==> config.mk <==
export PLATFORM = sky130hd
export DESIGN_NAME = d_burst_wb
export DESIGN_NICKNAME = d
export VERILOG_FILES = /design/src/rtl/d_burst_wb.sv
export SDC_FILE = /design/constraint.sdc
export NUM_CORES = 1
export LEC_CHECK = 0
export ABC_AREA = 1
export CAP_MARGIN = 20
export CORE_MARGIN = 2
export CORE_UTILIZATION = 45
export CTS_CLUSTER_SIZE = 28
export DETAILED_ROUTE_END_ITERATION = 8
export PLACE_DENSITY = 0.78
export SLEW_MARGIN = 10
export SYNTH_ARGS = -nofsm -noshare
export SYNTH_HDL_FRONTEND = slang
export SYNTH_SLANG_ARGS = --single-unit
==> constraint.sdc <==
create_clock -name clk -period 1.35 [get_ports clk]
set_input_delay 0.2025 -clock clk [delete_from_list [all_inputs] [get_ports clk]]
set_output_delay 0.2025 -clock clk [all_outputs]
set_load 0.01 [all_outputs]
==> src/rtl/d_burst_wb.sv <==
// -----------------------------------------------------------------------------
// d_burst_wb -- cache line write-back burst engine
//
// Takes one dirty cache line (BEATS 32-bit words) from the cache and writes it
// to memory as a single burst: one address phase, BEATS data beats, then a
// wait for the write response. line_done pulses for one cycle when the
// response has been received.
//
// Ports:
//   clk         clock, all state on the rising edge
//   resetn      asynchronous active-low reset
//   line_valid  cache offers a dirty line (level-sensitive)
//   line_addr   line base address (low offset bits are dropped)
//   line_data   line contents, word k at [32k+31:32k]
//   line_ready  block is idle and takes the line this cycle
//   line_done   one-cycle pulse when the write-back has completed
//   mem_req     burst address request valid
//   mem_addr    burst base address
//   mem_addr_ok memory accepted the address
//   mem_wvalid  write beat valid
//   mem_wdata   write beat data
//   mem_wlast   final beat of the burst
//   mem_wready  memory accepted the beat
//   mem_bvalid  write response from memory
//   cnt         current beat index (debug)
// -----------------------------------------------------------------------------
module d_burst_wb #(
    parameter int BEATS = 8
) (
    input  logic                  clk,
    input  logic                  resetn,
    input  logic                  line_valid,
    input  logic [31:0]           line_addr,
    input  logic [32*BEATS-1:0]   line_data,
    output logic                  line_ready,
    output logic                  line_done,
    output logic                  mem_req,
    output logic [31:0]           mem_addr,
    input  logic                  mem_addr_ok,
    output logic                  mem_wvalid,
    output logic [31:0]           mem_wdata,
    output logic                  mem_wlast,
    input  logic                  mem_wready,
    input  logic                  mem_bvalid,
    output logic [3:0]            cnt
);

    localparam int          IW       = $clog2(BEATS);
    localparam logic [3:0]  LAST     = 4'(BEATS - 1);
    // Byte offset inside a line; these address bits are forced to zero.
    localparam logic [31:0] OFF_MASK = 32'(4 * BEATS - 1);

    typedef enum logic [1:0] {
        IDLE,
        ADDR,
        DATA,
        RESP
    } state_e;

    state_e                   state_q, state_d;
    logic [BEATS-1:0][31:0]   buf_q,   buf_d;
    logic [31:0]              addr_q,  addr_d;
    logic [3:0]               cnt_q,   cnt_d;
    logic                     done_q,  done_d;

    always_ff @(posedge clk or negedge resetn) begin
        if (!resetn) begin
            state_q <= IDLE;
            buf_q   <= '0;
            addr_q  <= '0;
            cnt_q   <= '0;
            done_q  <= 1'b0;
        end else begin
            state_q <= state_d;
            buf_q   <= buf_d;
            addr_q  <= addr_d;
            cnt_q   <= cnt_d;
            done_q  <= done_d;
        end
    end

    always_comb begin
        state_d = state_q;
        buf_d   = buf_q;
        addr_d  = addr_q;
        cnt_d   = cnt_q;
        done_d  = 1'b0;

        unique case (state_q)
            IDLE: begin
                if (line_valid) begin
                    buf_d   = line_data;
                    addr_d  = line_addr & ~OFF_MASK;
                    state_d = ADDR;
                end
            end
            ADDR: begin
                if (mem_addr_ok) begin
                    cnt_d   = '0;
                    state_d = DATA;
                end
            end
            DATA: begin
                if (mem_wready) begin
                    // cnt parks on the last index; it is only cleared by the
                    // next address acceptance.
                    if (cnt_q == LAST) begin
                        state_d = RESP;
                    end else begin
                        cnt_d = cnt_q + 4'd1;
                    end
                end
            end
            RESP: begin
                if (mem_bvalid) begin
                    done_d  = 1'b1;
                    state_d = IDLE;
                end
            end
            default: begin
                state_d = IDLE;
            end
        endcase
    end

    // Outputs are decoded from state so that reset clears them at once.
    assign line_ready = (state_q == IDLE);
    assign line_done  = done_q;
    assign mem_req    = (state_q == ADDR);
    assign mem_addr   = mem_req ? addr_q : '0;
    assign mem_wvalid = (state_q == DATA);
    assign mem_wdata  = mem_wvalid ? buf_q[cnt_q[IW-1:0]] : '0;
    assign mem_wlast  = mem_wvalid && (cnt_q == LAST);
    assign cnt        = cnt_q;

endmodule

== Yosys cells after proc, flatten, opt, wreduce, memory -nomap -nowiden ==
Index checks and enable logic that the tools add are counted.

* $add $sub $neg: 1
* $lt $le $gt $ge: 1
* Equality and inequality tests: 10
* Muxes and demuxes: 16
* Reduce and logical (&&, ||, !) cells: 6

{| class="wikitable"
|+ Operators by type and width
! kind !! number
|-
| $bmux W32 S3 || 1
|-
| $mux W32 || 3
|-
| $mux W4 || 3
|-
| $mux W2 || 5
|-
| $pmux W2 S4 || 1
|-
| $pmux W4 S2 || 1
|-
| $ne A2 B1 Y1 const B || 3
|-
| $ne A2 B2 Y1 const B || 3
|-
| $reduce_and A5 Y1 || 1
|-
| $add A4 B1 Y4 const B || 1
|-
| $eq A2 B2 Y1 const B || 2
|-
| $eq A4 B3 Y1 const B || 1
|-
| $lt A3 B4 Y1 const B || 1
|-
| $reduce_and A4 Y1 || 1
|-
| $eq A2 B1 Y1 const B || 1
|-
| $logic_not A2 Y1 || 1
|-
| $mux W1 || 2
|-
| $reduce_and A2 Y1 || 1
|-
| $reduce_bool A2 Y1 || 1
|-
| $logic_and A1 B1 Y1 || 1
|}

* Flip-flop bits (word level): 290
* Bits of input ports: 294
* Output and inout port bits: 73
* Logic and storage cells: 46

== Longest topological paths before layout ==
* Depth in word-level cells: 4
* Mapped depth: 10
* Gate-level depth less buffers: 9

== Least setup slack after synthesis ==
No wires, ideal clock.

* Path kind: register to output
* From: reg state_q[0]
* To: out mem_wdata[10]
* Data arrival time: 1.383 ns
* Data required time: 1.148 ns
* Setup slack: -0.236 ns
* Cell stages (with the launch flop): 7
* Path buffers: 2
* Cell sequence: dfrtp_1 > inv_1 > ha_1 > buf_2 > buf_1 > nand2_1 > nor2_1

* Word-level cells in the longest chain between the ends: 2

{| class="wikitable"
|+ Ends and longest elaborated chain
! item !! RTL line !! RTL
|-
| start, declared || 60 || <nowiki>state_e state_q, state_d;</nowiki>
|-
| start signal, assigned || 74 || <nowiki>state_q <= state_d;</nowiki>
|-
| $eq A2 B2 Y1 || 131 || <nowiki>assign mem_wvalid = (state_q == DATA);</nowiki>
|-
| via mem_wvalid || 40 || <nowiki>output logic mem_wvalid,</nowiki>
|-
| $mux W32 || 132 || <nowiki>assign mem_wdata = mem_wvalid ? buf_q[cnt_q[IW-1:0]] : '0;</nowiki>
|-
| end, declared || 41 || <nowiki>output logic [31:0] mem_wdata,</nowiki>
|}

The timed path passes the listed nets, and every way through them passes these cells.

== Worst setup path in the final report ==
* From: reg cnt_q[0] (netlist: cnt[0])
* To: out mem_wdata[21]

* Word-level cells in the longest chain between the ends: 3

{| class="wikitable"
|+ Ends and longest elaborated chain
! item !! RTL line !! RTL
|-
| start, declared || 63 || <nowiki>logic [3:0] cnt_q, cnt_d;</nowiki>
|-
| start signal, assigned || 77 || <nowiki>cnt_q <= cnt_d;</nowiki>
|-
| $bmux W32 S3 || 132 ||
|-
| $mux W32 (implied by the code) || 132 ||
|-
| $mux W32 || 132 ||
|}

No other way between the ends. The select of a mux whose other input is x is not followed.

==> impl_metrics.tcl <==
set metrics [dict create \
    cts_buffers 31 \
    chipHeight_microns 181.4 \
    ys_seq_area_frac 0.5123 \
    hp-class "in -> async" \
    r2r_slack_ns -0.59 \
    violations "setup timing" \
    power-per-cell-area_nw_per_um2 2394 \
    dr.pass1.iters 6 \
    cts-root-buf "clkbuf_16" \
    r2r.worst_path.cells 8 \
    hold_viol_final 0 \
    drive_gt1_frac 0.3368 \
    rr_endpoint "cnt[1]" \
    grt_start_max_net_pins 95 \
    fin_crit_sh 1.796 \
    yosys_warnings 0 \
    reg2reg_from "cnt[0]" \
    cp-startpoint "cnt[0]" \
    netlist_area_sq_um 14160 \
    drtIter0Drc 1840 \
    vias 16080 \
    io_buffers 356 \
    setup_tns_ns -186.49 \
    cts.sink_count 290 \
    synth-seq-cells 290 \
    cts.clk_slew.worst_paths_ns 0.06 \
    crit_path_end "mem_wdata[21]" \
    start_util 0.4595 \
    slew_headroom 0.2414 \
    cts_max_level 1 \
    syn_avg_cell_area_sq_um 7.599 \
    fmax_mhz 412.5 \
    place.gp.congestion 0.9516 \
    drt-total-wl_microns 63120 \
    dp_slack_ns -0.7606 \
    clockBufferDepth 3 \
    worst-setup-path-type "reg -> out" \
    cp-start-kind "flip-flop" \
    ir_drop_v 0.001294 \
    fin_crit_ns 2.424 \
    die_w_microns 181.4 \
    leakagePower_nw 12.20 \
    end_kind "output pin" \
    maxCapViolations 0 \
    grt_pass1_vias 15000 \
    grt_first_pass_wirelength_microns 82350 \
    status "complete, but fails checks" \
    io_pins 367 \
    antenna_left 0 \
    cts_tree "yes" \
    antenna_found_initial 3 \
    setup_viol 357 \
    wl_per_cell_microns 21.65 \
    dp_hpwl_microns 36700 \
    synth_cell_types 19 \
    rows 64 \
    rsz0062_at_grt "true" \
    fin_skew_ns 0.01058 \
    drv_slew 0 \
    netlist_instances 1864 \
    drc 0 \
    gr-total-overflow 0 \
    worst_slew_pin_slew_ns 1.134 \
    grt_usage 0.3220 \
    final_cells 2915 \
    timing.final.ws_setup_ns -1.074 \
    cp.arrival_ns 2.22 \
    place_inst 2777 \
    dieArea_sq_um 32910 \
    crit_fanout 10 \
    clk_latency_ns 0.57 \
    nNetsFinal 2795 \
    core_region_area_sq_um 30830 \
    fillerInstances 1792 \
    drt-vias-per-instance 5.515 \
    area_delta_synth_final_pct 72.18 \
    cp.required_ns 1.15 \
]
[repair_timing]
| action | CTS | global route |
|---|---|---|
| setup buffers | 35 | 17 |
| endpoints found under the setup margin | 357 | 357 |
| hold buffers | 1 | 0 |
| gates resized for setup | 462 | 341 |
| pin swaps | 40 | 39 |
| cloned | 13 | 25 |
| endpoints found under the hold margin | 290 | 0 |
[per-layer routing]
layer  wire, microns  GRT usage
met1           22150     0.4061
met5              28          0
met2           29320     0.5324
met3            6613    0.05355
met4            4999     0.1733
[critical path, cell delays in order, from the launching register on]
cell and delay [ns]:
dfrtp_4 0.51, clkinv_8 0.12, buf_12 0.17, nand2_1 0.06
nand3_1 0.18, nand3_2 0.13, nand2_1 0.10, nor2_4 0.24
buf_6 0.15
[placed cells by master, fill, tap and decap left out, types with 3 or more instances in the layout]
cell type        instances
nand3_1                 93
buf_12                  49
nand2_8                  5
inv_2                   26
nor2_1                 207
conb_1                   5
clkdlybuf4s50_1        288
buf_16                  15
clkbuf_1                 6
clkinv_2                 6
nand2_4                 26
buf_4                  231
buf_6                   82
clkbuf_8                 6
nand2_2                 71
bufinv_16                6
nand3_4                  3
clkbuf_16               48
buf_2                   16
buf_8                   11
ha_4                     3
mux2_2                  26
nand2_1                271
nor2_4                  67
nor2_2                  53
dfrtp_1                287
nand3_2                 69
a21oi_1                238
inv_1                  267
a21oi_2                 17
[flip-flops by register name (all words and copies together) (netlist names)]
signal / cells
line_done: 1
cnt: 4
addr_q: 27
buf_q: 256
state_q: 2
[Yosys cell counts]
cell,number,area share
nand2_1,369,0.098
nor2_1,327,0.087
inv_1,295,0.078
dfrtp_1,290,0.51
a21oi_1,256,0.090
nand3_1,165,0.058
buf_2,80,0.028
mux2_2,27,0.021
clkbuf_1,14,0.0037
buf_6,11,0.0087
buf_1,9,0.0024
buf_4,8,0.0042
ha_1,5,0.0044
o21ai_0,3,0.0011
conb_1,1,0.00026
inv_2,1,0.00026
nand4_1,1,0.00044
or2_2,1,0.00044
xnor2_1,1,0.00062
[stage by stage]
| step | area (sq um) | hold slack (ns) | util | power (W) |
|---|---|---|---|---|
| floorplan | 14460 | -0.09309 | - | 0.02690 |
| global placement | 20300 | 0.1565 | 0.6583 | 0.03830 |
| detailed placement | 20300 | 0.1541 | 0.6583 | 0.03912 |
| CTS | 22470 | 0.1771 | 0.7288 | 0.05154 |
| global route | 24390 | 0.1929 | 0.7911 | 0.06088 |
| finish | 24390 | 0.1678 | 0.7911 | 0.05840 |
[area by class of cell]
type / instances / area [sq um] / area share
inverter: 296 / 1129 / 0.04627
clock inverter: 12 / 210.2 / 0.008619
antenna: 1 / 2.502 / 0.0001026
timing repair buffer: 713 / 7664 / 0.3142
multi-input combinational: 1164 / 6745 / 0.2766
clock buffer: 43 / 880.8 / 0.03612
sequential: 290 / 7263 / 0.2978
tap: 396 / 495.5 / 0.02032
[cell families after synthesis]
logic type	after synthesis	share of synthesized area
xor gates and xnor gates	1	0.0006184
muxes	27	0.02146
AOI/OAI and AO/OA	259	0.09151
buffers and inverters	418	0.1258
other	1	0.0002647
and+or+nand+nor	863	0.2436
DFF	290	0.5123
adders and majority gates	5	0.004417
[how the worst min path moves through the flow]
stage	slack, ns	startpoint	endpoint	depth (start not counted)
2_1_floorplan	-0.09	resetn	addr_q[10]	0
5_1_grt	0.19	resetn	buf_q[212]	2
4_1_cts	0.18	resetn	buf_q[234]	2
6_report	0.17	resetn	buf_q[238]	2
3_5_place_dp	0.15	resetn	buf_q[238]	1
3_3_place_gp	0.16	resetn	buf_q[212]	1
[where the power goes]
part           internal (W)  leakage, nW  switching [W]  total [W]
Sequential           0.0128         3.17        0.00159     0.0144
Clock               0.00566        0.541        0.00363    0.00928
Combinational        0.0160         8.49         0.0187     0.0348
Total                0.0345         12.2         0.0239     0.0584
(Power assumes the default switching activity.)
